==> src/rtl/md_phase_scheduler.sv <==
// md_phase_scheduler: timestep sequencer for the MD core.
// Runs force eval -> drain -> motion update for a programmed iteration count.
//
// Ports:
//   clk, rst (async, active-low)     clock / reset
//   start, abort                     run request / forced return to IDLE
//   num_iterations                   iteration limit, latched on accepted start
//   in_force_eval_done               per-cell force-eval done levels
//   in_motion_update_done            motion-update done level
//   out_force_cache_clear            clear pulse to force caches
//   out_force_eval_start             force pipeline start pulse
//   out_motion_update_start          motion update start pulse
//   out_iteration_count              completed iterations
//   out_phase                        current state encoding
//   out_busy, out_all_done           status
module md_phase_scheduler #(
    parameter int NUM_CELLS    = 64,
    parameter int ITER_WIDTH   = 16,
    parameter int DRAIN_CYCLES = 32,
    parameter int DRAIN_WIDTH  = 6
) (
    input  logic                  clk,
    input  logic                  rst,
    input  logic                  start,
    input  logic                  abort,
    input  logic [ITER_WIDTH-1:0] num_iterations,
    input  logic [NUM_CELLS-1:0]  in_force_eval_done,
    input  logic                  in_motion_update_done,
    output logic                  out_force_cache_clear,
    output logic                  out_force_eval_start,
    output logic                  out_motion_update_start,
    output logic [ITER_WIDTH-1:0] out_iteration_count,
    output logic [2:0]            out_phase,
    output logic                  out_busy,
    output logic                  out_all_done
);

    localparam logic [2:0] S_IDLE       = 3'd0;
    localparam logic [2:0] S_FE_START   = 3'd1;
    localparam logic [2:0] S_FE_WAIT    = 3'd2;
    localparam logic [2:0] S_DRAIN      = 3'd3;
    localparam logic [2:0] S_MU_START   = 3'd4;
    localparam logic [2:0] S_MU_WAIT    = 3'd5;
    localparam logic [2:0] S_ITER_CHECK = 3'd6;
    localparam logic [2:0] S_DONE       = 3'd7;

    localparam logic [DRAIN_WIDTH-1:0] DRAIN_LOAD =
        DRAIN_WIDTH'(DRAIN_CYCLES - 1);

    logic [2:0]            r_state;
    logic [2:0]            w_next;
    logic [ITER_WIDTH-1:0] r_iter;
    logic [ITER_WIDTH-1:0] r_limit;
    logic [ITER_WIDTH-1:0] w_iter_inc;
    logic [NUM_CELLS-1:0]  r_mask;
    logic [NUM_CELLS-1:0]  r_prev_fe;
    logic [NUM_CELLS-1:0]  w_fe_rise;
    logic                  r_prev_mu;
    logic                  w_mu_rise;
    logic                  w_fe_all;
    logic [DRAIN_WIDTH-1:0] r_drain;

    // Only rising edges count, so levels left high from earlier are ignored.
    assign w_fe_rise  = in_force_eval_done & ~r_prev_fe;
    assign w_mu_rise  = in_motion_update_done & ~r_prev_mu;
    // The last cell's edge completes the mask in the same cycle it arrives.
    assign w_fe_all   = &(r_mask | w_fe_rise);
    assign w_iter_inc = r_iter + 1'b1;

    always_comb begin
        w_next = r_state;
        case (r_state)
            S_IDLE, S_DONE: begin
                if (start) begin
                    w_next = (num_iterations == '0) ? S_DONE : S_FE_START;
                end
            end
            S_FE_START: w_next = S_FE_WAIT;
            S_FE_WAIT: begin
                if (w_fe_all) w_next = S_DRAIN;
            end
            S_DRAIN: begin
                if (r_drain == '0) w_next = S_MU_START;
            end
            S_MU_START: w_next = S_MU_WAIT;
            S_MU_WAIT: begin
                if (w_mu_rise) w_next = S_ITER_CHECK;
            end
            S_ITER_CHECK: begin
                w_next = (w_iter_inc == r_limit) ? S_DONE : S_FE_START;
            end
            default: w_next = S_IDLE;
        endcase
        if (abort) w_next = S_IDLE;
    end

    always_ff @(posedge clk or negedge rst) begin
        if (!rst) begin
            r_state   <= S_IDLE;
            r_iter    <= '0;
            r_limit   <= '0;
            r_mask    <= '0;
            r_prev_fe <= '0;
            r_prev_mu <= 1'b0;
            r_drain   <= '0;
        end else begin
            r_state   <= w_next;
            r_prev_fe <= in_force_eval_done;
            r_prev_mu <= in_motion_update_done;
            if (abort) begin
                r_mask  <= '0;
                r_drain <= '0;
            end else begin
                case (r_state)
                    S_IDLE, S_DONE: begin
                        if (start) begin
                            r_limit <= num_iterations;
                            r_iter  <= '0;
                        end
                    end
                    S_FE_START: r_mask <= '0;
                    S_FE_WAIT: begin
                        r_mask <= r_mask | w_fe_rise;
                        if (w_fe_all) r_drain <= DRAIN_LOAD;
                    end
                    S_DRAIN: begin
                        if (r_drain != '0) r_drain <= r_drain - 1'b1;
                    end
                    S_ITER_CHECK: r_iter <= w_iter_inc;
                    default: ;
                endcase
            end
        end
    end

    // Moore outputs decoded straight from the state register.
    assign out_force_cache_clear   = (r_state == S_FE_START);
    assign out_force_eval_start    = (r_state == S_FE_START);
    assign out_motion_update_start = (r_state == S_MU_START);
    assign out_iteration_count     = r_iter;
    assign out_phase               = r_state;
    assign out_busy     = (r_state != S_IDLE) && (r_state != S_DONE);
    assign out_all_done = (r_state == S_DONE);

endmodule

==> config.mk <==
export PLATFORM = sky130hd
export DESIGN_NAME = md_phase_scheduler
export DESIGN_NICKNAME = d
export VERILOG_FILES = /design/src/rtl/md_phase_scheduler.sv
export SDC_FILE = /design/constraint.sdc
export NUM_CORES = 1
export LEC_CHECK = 0
export ABC_AREA = 0
export CORE_ASPECT_RATIO = 0.6
export CORE_MARGIN = 3
export CORE_UTILIZATION = 49
export CTS_CLUSTER_DIAMETER = 60
export DETAILED_ROUTE_END_ITERATION = 12
export GPL_ROUTABILITY_DRIVEN = 1
export PLACE_DENSITY_LB_ADDON = 0.1
export SYNTH_ARGS = -nofsm -noshare
export SYNTH_HDL_FRONTEND = slang
export SYNTH_SLANG_ARGS = --single-unit
==> constraint.sdc <==
create_clock -name clk -period 2.2 [get_ports clk]
set_input_delay 0.33 -clock clk [delete_from_list [all_inputs] [get_ports clk]]
set_output_delay 0.33 -clock clk [all_outputs]
set_load 0.01 [all_outputs]
Word level (Yosys, flattened, before mapping) --
Index checks and enable logic that the tools add are counted. W data, S select, Z words.
Storage, ports and cells: register bits 170, output and inout port bits 24, word-level logic and storage cells 61
Operators by class: $add $sub $neg 2, eq/ne operators 15, mux-type cells 16, bitwise operators 6, reduce and logical (&&, ||, !) cells 15
Operators by type and width (count):
- $pmux W64 S2 | 1
- $and A64 B64 Y64 | 1
- $mux W64 | 1
- $not A64 Y64 | 1
- $or A64 B64 Y64 | 1
- $reduce_and A64 Y1 | 1
- $pmux W16 S2 | 1
- $mux W3 | 7
- $pmux W3 S7 | 1
- $mux W6 | 3
- $ne A3 B3 Y1 const B | 6
- $add A16 B1 Y16 const B | 1
- $eq A16 B16 Y1 | 1
- $logic_not A16 Y1 | 1
- $mux W16 | 1
- $eq A3 B3 Y1 const B | 4
- $pmux W6 S2 | 1
- $reduce_and A3 Y1 | 3
- $reduce_bool A3 Y1 | 3
- $eq A3 B2 Y1 const B | 2
- $logic_not A6 Y1 | 1
- $reduce_bool A6 Y1 | 1
- $sub A6 B1 Y6 const B | 1
- $reduce_and A4 Y1 | 1
- 8 further kinds | 9

Longest topological paths before layout --
Gate-level depths: netlist of the first run.
depth after elaboration 7, mapped depth 8, mapped depth without buffers 8

Worst setup path after synthesis of the first run --
Ideal clock, no wire load.
path kind register to register, from register r_iter[0], in the netlist out_iteration_count[0], to register r_state[1], in the netlist out_phase[1], library setup time 0.076 ns, data arrival time 2.092 ns, path slack 0.032 ns, stages on the path, launching flop included 9, path buffers 0, clock period less this slack 2.168 ns, cells stage by stage dfrtp_1 -> ha_1 -> xor2_1 -> a2111oi_0 -> nand4b_1 -> a2111oi_0 -> and4_1 -> o2111ai_1 -> o21ai_1
Between the ends: cells in the longest elaborated chain, start to end 5
RTL lines:
- start: declaration | RTL line 52 | logic [ITER_WIDTH-1:0] r_iter;
- start signal: assignment | RTL line 129 | S_ITER_CHECK: r_iter <= w_iter_inc;
- $add A16 B1 Y16 | RTL line 68 | assign w_iter_inc = r_iter + 1'b1;
- $eq A16 B16 Y1 | RTL line 90 | w_next = (w_iter_inc == r_limit) ? S_DONE : S_FE_START;
- $mux W3 | RTL line 90
- $pmux W3 S7 | RTL line 72 | case (r_state)
- $mux W3 | RTL line 94 | if (abort) w_next = S_IDLE;
- end signal: assignment | RTL line 107 | r_state <= w_next;
- end: declaration | RTL line 50 | logic [2:0] r_state;
No other way between the ends. A chain may end at the register's enable or synchronous reset.

Final worst setup path of the first run --
from input port in_force_eval_done[33], to register r_state[0], in the netlist out_phase[0]
Between the ends: cells in the longest elaborated chain, start to end 5
RTL lines:
- start: declaration | RTL line 27 | input logic [NUM_CELLS-1:0] in_force_eval_done,
- $and A64 B64 Y64 | RTL line 64 | assign w_fe_rise = in_force_eval_done & ~r_prev_fe;
- $or A64 B64 Y64 | RTL line 67 | assign w_fe_all = &(r_mask | w_fe_rise);
- $reduce_and A64 Y1 | RTL line 67
- $ne A3 B3 Y1 (no line)
- $reduce_and A4 Y1 (no line)
No other way between the ends.

==> results of run 1 <==
[stage by stage]
stage	total power, W	setup WS, ps	TNS, ps	util, %
after floorplan	0.00506	31.6	0	-
after global routing	0.00957	-139	-649	69.5
after global placement	0.00605	-469	-3560	63.4
after CTS	0.00902	-39.2	-106	67.6
final	0.00912	-103	-293	69.5
after detailed placement	0.00613	-484	-3710	63.4
[path summary, 6_finish.rpt]
check,slack (ps),end,start
worst max-delay path,-100,out_phase[0],in_force_eval_done[33]
worst min-delay path,50,r_prev_fe[32],in_force_eval_done[32]
worst max register to register,-80,out_phase[0],r_prev_fe[32]
worst min register to register,480,r_mask[16],r_mask[16]
max in group asynchronous,1130,r_mask[63],rst
min in group asynchronous,420,r_prev_fe[19],rst
[placed cells by master, fill, tap and decap left out, types with 13 or more instances in the layout]
master / Yosys / final
nor4_1: 18 / 15
clkdlybuf4s50_1: 0 / 95
a21oi_1: 43 / 42
inv_1: 34 / 34
clkbuf_16: 0 / 17
xnor2_1: 18 / 18
nor2_1: 57 / 55
nor2b_1: 35 / 13
nand2_1: 87 / 84
o21ai_1: 13 / 13
o21ai_0: 77 / 77
nor2b_4: 0 / 15
o22ai_1: 17 / 15
dfrtp_1: 170 / 168
buf_4: 2 / 43
[cells by family after synthesis]
group | share of synthesized area [%]
simple gates | 17.6
compound gates | 13.9
xor+xnor | 2.65
fa+ha+maj | 0.517
mux | 3.07
buf+inv | 3.67
flops | 58.6
[per-layer routing]
metal	up-vias	global-route usage, %
met5	-	0
met4	0	6.11
met3	14	5.40
met2	197	32.9
met1	2805	34.1
li1	2795	-
[sequential cells by signal (all words and copies together), names as in the netlist]
name / count
r_drain: 6
r_prev_mu: 1
out_iteration_count: 16
r_mask: 64
r_limit: 16
out_phase: 3
r_prev_fe: 64
[layout make-up]
class                      count  area [um^2]  area share [%]
inverter                      39          146            1.50
multi-input combinational    481         2990            30.6
timing repair buffer         161         1590            16.3
clock buffer                  18          429            4.39
tap                          192          240            2.45
clock inverter                14          131            1.34
sequential                   170         4260            43.5
[power by group through the flow]
| stage | Clock, W | Sequential (W) | Combinational (W) |
|---|---|---|---|
| after global placement | 0 | 0.00390 | 0.00214 |
| after floorplan | 0 | 0.00383 | 0.00123 |
| after global routing | 0.00303 | 0.00394 | 0.00260 |
| after detailed placement | 0 | 0.00393 | 0.00221 |
| after CTS | 0.00290 | 0.00387 | 0.00225 |
| final | 0.00284 | 0.00390 | 0.00238 |
[timing repair]
item                                    in CTS  in global routing
buffers inserted                             1                  1
hold buffers                                 1                  0
resized for setup                            9                 68
endpoints found under the hold margin       45                  0
pin swaps                                    7                 11
endpoints found under the setup margin       9                 11
==> summary.txt, run 1 <==
Worst setup path
  • Bufs and invs on worst path: 2
  • Crit path cell chain: clkdlybuf4s50_1 > nor2b_2 > o22ai_1 > nor4_1 > buf_4 > nand4_1 > o31ai_4 > and2_4 > mux2_4
  • Critical path's top delay family: simple AND/OR/NAND/NOR gates
  • Critical path's largest stage delay: 480 ps
  • Slowest CP cell: clkdlybuf4s50_1
  • CP Max Fanout: 3
  • Critical Path Stages: 9
  • CP Data Required Time: 2500 ps
  • Worst R2R Path Depth: 8
  • Data arrival time of the critical path: 2600 ps
  • CP Launch Type: input pin
  • Kind of critical path: in2reg
  • Crit. End Element: flip-flop

Global routing
  • GRT Util Overall: 22.6%
  • First-pass GRT wire length: 28900 um
  • Initial antenna violation count: 0
  • Vias in the first global route: 5681
  • Largest net degree at the start of global routing: 65
  • Grt ovf: 0

Logic synthesis
  • Mapped Area: 7260 um^2
  • Prevailing post-synth register cell: dfrtp_1
  • Top cell type's share of synthesized area: 58.6%
  • Netlist cell types: 53
  • Synth warn: 0
  • Seq/Total Area, Yosys: ~59%
  • EDFF count, synth: 0
  • Synth area leaders: dfrtp_1, o21ai_0, nand2_1, nor2b_1, a21oi_1
  • Async set-or-reset flop fraction in the synthesized netlist: 100%
  • #FFs+latches synth: 170
  • Yosys top cell by area: dfrtp_1
  • Top cells by count, synth: dfrtp_1, nand2_1, o21ai_0, nor2_1, a21oi_1
  • Most frequent cell after synthesis: dfrtp_1
  • Gate Count Post-Synth: 719
  • Syn_nets: 807
  • Syn avg cell area: about 10 um^2

Pwr
  • Combinational share of power: between 20% and 30%
  • Pint: 0.00615 W
  • Switching pwr: 0.00297 W
  • Max VDD drop: 0.589 mV
  • Power Dens Cells: roughly 930 nW/um^2
  • Switch share: around a third
  • Pleak: 4.36 nW
  • Clock Power Share: 31.2%
  • Flop pwr share: 42.8%

Floorplan
  • Row cnt: 33
  • Die Area: about 16000 um^2
  • Initial Utilization: 51.6%
  • Die W: 163 um
  • Die height: between 100 and 150 um
  • CORE AREA: 14100 um^2
  • I/O pin total: 109

Clock network
  • Sink Count: 170
  • CTS root buffer: clkbuf_16
  • Clock Tree Buf Depth: 2
  • TritonCTS Buffers: 17
  • H-tree levels: 4
  • Clock Latency Late Sink: 420 ps
  • CTS tree: built
  • Register clock-pin slew on the reported worst setup and hold paths: 70 ps

Timing
  • Slew Viols, Final: 0
  • Final hold vios: 0
  • Clock skew: 16.0 ps
  • Max transition margin: around 67%
  • RSZ-0062 raised after global routing: yes
  • Tmin final: 2300 ps
  • Fmax: between 400 and 500 MHz
  • Final setup viols: 7
  • Worst-margin pin slew: 495 ps
  • Fin worst setup slack: -103 ps
  • Final Hold Slack: 50.3 ps
  • Final period util: 105%

Final layout
  • Nets: 958
  • Area Growth Syn to Fin: 34.8%
  • Fill cells: ~1000
  • ANT cells: 0
  • Post-layout instance area: 9790 um^2
  • Share of cells above drive strength 1: 16.8%
  • Non-Filler Instances: ~1100

Place
  • IO buf count: 108
  • Gp weighted congestion: 0.893
  • Placement Cell Area: about 9000 um^2
  • Dpl hpwl: about 13000 um
  • Dpl cells: 1040

Route
  • DR vias: 5811
  • DRT Pass-1 Iters: 5
  • DRT met1 WL: 8780 um
  • Final wirelength: roughly 18000 um
  • Met2 routed WL: 7950 um
  • Vias per inst: 5.41
  • Top layer in use: met4
  • DR DRC count: 0
  • Initial DRC Count: 481
  • Wire length per cell: approximately 17 um
  • Met3 WL post-DR: 1280 um
  • Post-DRT Antenna Nets: 0

Job
  • MaxCap Viol Count: 0

Worst hold path
  • WHS Path Cells: 1
  • Worst Hold Class: in2reg

Outcome
  • Failing checks: negative setup slack
  • Outcome: finished, violations left
Note: power is estimated with default switching activity, not from simulation.
==> run 2: changes to the inputs <==
--- a/config.mk
+++ b/config.mk
@@ -13,6 +13,7 @@
 export DETAILED_ROUTE_END_ITERATION = 12
 export GPL_ROUTABILITY_DRIVEN = 1
 export PLACE_DENSITY_LB_ADDON = 0.1
+export SLEW_MARGIN = 20
 export SYNTH_ARGS = -nofsm -noshare
 export SYNTH_HDL_FRONTEND = slang
 export SYNTH_SLANG_ARGS = --single-unit
==> results of run 2 <==
Final layout, timing and power as in run 1 (identical DEF).
==> run 3: changes to the inputs <==
--- a/config.mk
+++ b/config.mk
@@ -8,10 +8,11 @@
 export ABC_AREA = 0
 export CORE_ASPECT_RATIO = 0.6
 export CORE_MARGIN = 3
-export CORE_UTILIZATION = 49
+export CORE_UTILIZATION = 54
 export CTS_CLUSTER_DIAMETER = 60
 export DETAILED_ROUTE_END_ITERATION = 12
 export GPL_ROUTABILITY_DRIVEN = 1
+export HOLD_SLACK_MARGIN = 0.05
 export PLACE_DENSITY_LB_ADDON = 0.1
 export SLEW_MARGIN = 20
 export SYNTH_ARGS = -nofsm -noshare
==> constraint.sdc (replaced) <==
create_clock -name clk -period 2.3 [get_ports clk]
set_input_delay 0.345 -clock clk [delete_from_list [all_inputs] [get_ports clk]]
set_output_delay 0.345 -clock clk [all_outputs]
set_load 0.01 [all_outputs]
==> summary.txt, run 3 (synthesized netlist as in run 1, its figures left out) <==
Final layout
  • Largest regs: r_mask (64), r_prev_fe (64)
  • Final core utilization: 74.9% (+5.4 points)
  • ANT cells: 0 (unchanged)
  • Fill cells: 888 (-14%)
  • Post-layout instance area: 9720 um^2 (-0.69%)
  • Most common cell after layout, fill and taps aside: dfrtp_1
  • Area Growth Syn to Fin: 33.9%
  • Nets: 965 (+0.73%)
  • Share of cells above drive strength 1: 16.1% (-0.69 points)
  • Commonest non-fill, non-tap cells in the layout: dfrtp_1, clkdlybuf4s50_1, nand2_1

Clock network
  • Register clock-pin slew on the reported worst setup and hold paths: 70 ps (about the same)
  • CTS tree: built
  • Clock Tree Buf Depth: 2 (unchanged)
  • H-tree levels: 4 (unchanged)
  • Sink Count: 170 (unchanged)
  • CTS root buffer: clkbuf_16
  • Clock Latency Late Sink: 430 ps (about the same)
  • TritonCTS Buffers: 17 (unchanged)

Timing
  • Fmax: 433 MHz
  • Final hold vios: 0 (unchanged)
  • Fin worst setup slack: -8.18 ps (+94.7 ps)
  • Tmin final: 2310 ps
  • Max transition margin: 58.9% (-8.1 points)
  • Final period util: 100%
  • Clock skew: 15.7 ps (-0.345 ps)
  • Final setup viols: 1 (-6)
  • Setup TNS: -8.18 ps (+285 ps)
  • RSZ-0062 raised after global routing: yes
  • Slew Viols, Final: 0 (unchanged)
  • Worst-margin pin slew: 617 ps (+122 ps)
  • Final Hold Slack: 73.0 ps (+22.6 ps)

Job
  • MaxCap Viol Count: 0 (unchanged)

Floorplan
  • Die height: 95.8 um (-4.5%)
  • I/O pin total: 109 (unchanged)
  • Die Area: 14900 um^2 (-8.8%)
  • Die W: 156 um (-4.6%)
  • CORE AREA: 13000 um^2 (-7.9%)
  • Initial Utilization: 56.0% (+4.4 points)
  • Row cnt: 32 (-3.0%)

Place
  • Gp weighted congestion: 0.846 (-5.3%)
  • Placement Cell Area: 8860 um^2 (-0.70%)
  • IO buf count: 108 (unchanged)
  • Dpl hpwl: 12700 um (-1.1%)
  • Pre-CTS setup slack: -447 ps (+37.2 ps)

Worst setup path
  • Kind of critical path: in2reg
  • Critical path's top delay family: simple AND/OR/NAND/NOR gates
  • R2r setup slk: 20 ps (+100 ps)
  • Worst R2R Start: r_prev_fe[40]
  • Data arrival time of the critical path: 2610 ps (about the same)
  • Crit. End Element: flip-flop
  • Worst R2R Path Depth: 8 (unchanged)
  • Critical path's largest stage delay: 470 ps (about the same)
  • Slowest CP cell: clkdlybuf4s50_1
  • Worst R2R End: out_phase[0]
  • Bufs and invs on worst path: 2 (unchanged)
  • CP Max Fanout: 3 (unchanged)
  • CP Launch Type: input pin
  • Crit path cell chain: clkdlybuf4s50_1 > nor2b_1 > o22ai_1 > nor4_2 > buf_4 > nand4_1 > o31ai_4 > and2_4 > mux2_4
  • CP Data Required Time: 2600 ps (+100 ps)

Route
  • DR DRC count: 0 (unchanged)
  • DRT Pass-1 Iters: 5 (unchanged)
  • Initial DRC Count: 366 (-24%)
  • Final wirelength: 18200 um (+0.40%)
  • Vias per inst: 5.56 (+2.9%)
  • Wire length per cell: 17.2 um (+1.8%)
  • DR vias: 5897 (+1.5%)
  • Post-DRT Antenna Nets: 0 (unchanged)

Outcome
  • Failing checks: negative setup slack
  • Outcome: finished, violations left

Worst hold path
  • Worst Hold Class: in2reg
  • WHS Path Cells: 1 (unchanged)
  • Min-Delay Endpoint: r_prev_fe[57]
  • Hold path start: in_force_eval_done[57]

Global routing
  • Initial antenna violation count: 0 (unchanged)
  • GRT Util Overall: 25.0% (+2.5 points)
  • Grt ovf: 0 (unchanged)
  • First-pass GRT wire length: 29600 um (+2.3%)
  • Largest net degree at the start of global routing: 65 (unchanged)
  • Vias in the first global route: 5919 (+4.2%)

Pwr
  • Pleak: 4.28 nW (-1.8%)
  • Power Dens Cells: 921 nW/um^2 (-1.2%)
  • Max VDD drop: 0.544 mV (-7.7%)
[run 3: cell types whose count changed in the layout (fill, tap and decap cells not counted), moves of 3 or more]
cell,change
nor2b_4,-9
buf_4,+11
clkdlybuf4s50_1,+7
dlymetal6s2s_1,-5
bufinv_16,+3
buf_12,-4
nor2b_1,+7
[run 3: worst max path at each step]
stage	cells after the start	to	from
2_1_floorplan	8	out_phase[1]	out_iteration_count[0]
3_3_place_gp	9	out_phase[0]	in_force_eval_done[54]
3_5_place_dp	10	r_drain[3]	in_force_eval_done[47]
4_1_cts	9	out_phase[0]	in_force_eval_done[56]
5_1_grt	8	out_phase[0]	r_prev_fe[40]
6_report	9	out_phase[0]	in_force_eval_done[51]
[run 3: per-layer routing]
| metal | wire (um) | vias to the layer above | share of wire (%) | global-route usage [%] |
|---|---|---|---|---|
| li1 | - | 2811 | - | - |
| met1 | 8280 | 2873 | 45 | 34.9 |
| met2 | 8700 | 202 | 48 | 41.7 |
| met3 | 1130 | 11 | 6.2 | 4.94 |
| met4 | 89 | 0 | 0.49 | 5.10 |
| met5 | 0 | - | 0 | 0 |
[run 3: worst register-to-register path, stage by stage, from the launching register on]
cell and delay, ps:
dfrtp_1 400, nor2b_4 140, o22ai_2 90, nor4_2 320
buf_4 160, nand4_1 200, o31ai_4 350, and2_4 210
mux2_4 290
[run 3: power breakdown]
group | switching, W | internal, W | total (W)
combinational | 0.00117 | 0.00105 | 0.00222
sequential | 0.000312 | 0.00337 | 0.00368
clock | 0.00128 | 0.00176 | 0.00305
[run 3: area by class of cell]
cell class | count | area, um^2 | area share (%)
sequential | 170 | 4260 | 43.8
multi-input combinational | 481 | 2890 | 29.7
timing repair buffer | 168 | 1580 | 16.3
clock buffer | 18 | 429 | 4.42
tap | 170 | 213 | 2.19
clock inverter | 14 | 199 | 2.05
inverter | 39 | 146 | 1.51
[run 3: repair_timing]
action,in CTS,in global routing
resized for setup,5,44
pin swaps,4,10
endpoints found under the setup margin,7,12
setup buffers,1,6
hold buffers,1,0
hold endpoints to repair,56,0
[run 3: through the flow]
stage	std cells	power, W
final	1060	0.00895
after global placement	1020	0.00568
after CTS	1054	0.00887
after global routing	1060	0.00938
after detailed placement	1020	0.00577
after floorplan	719	0.00484
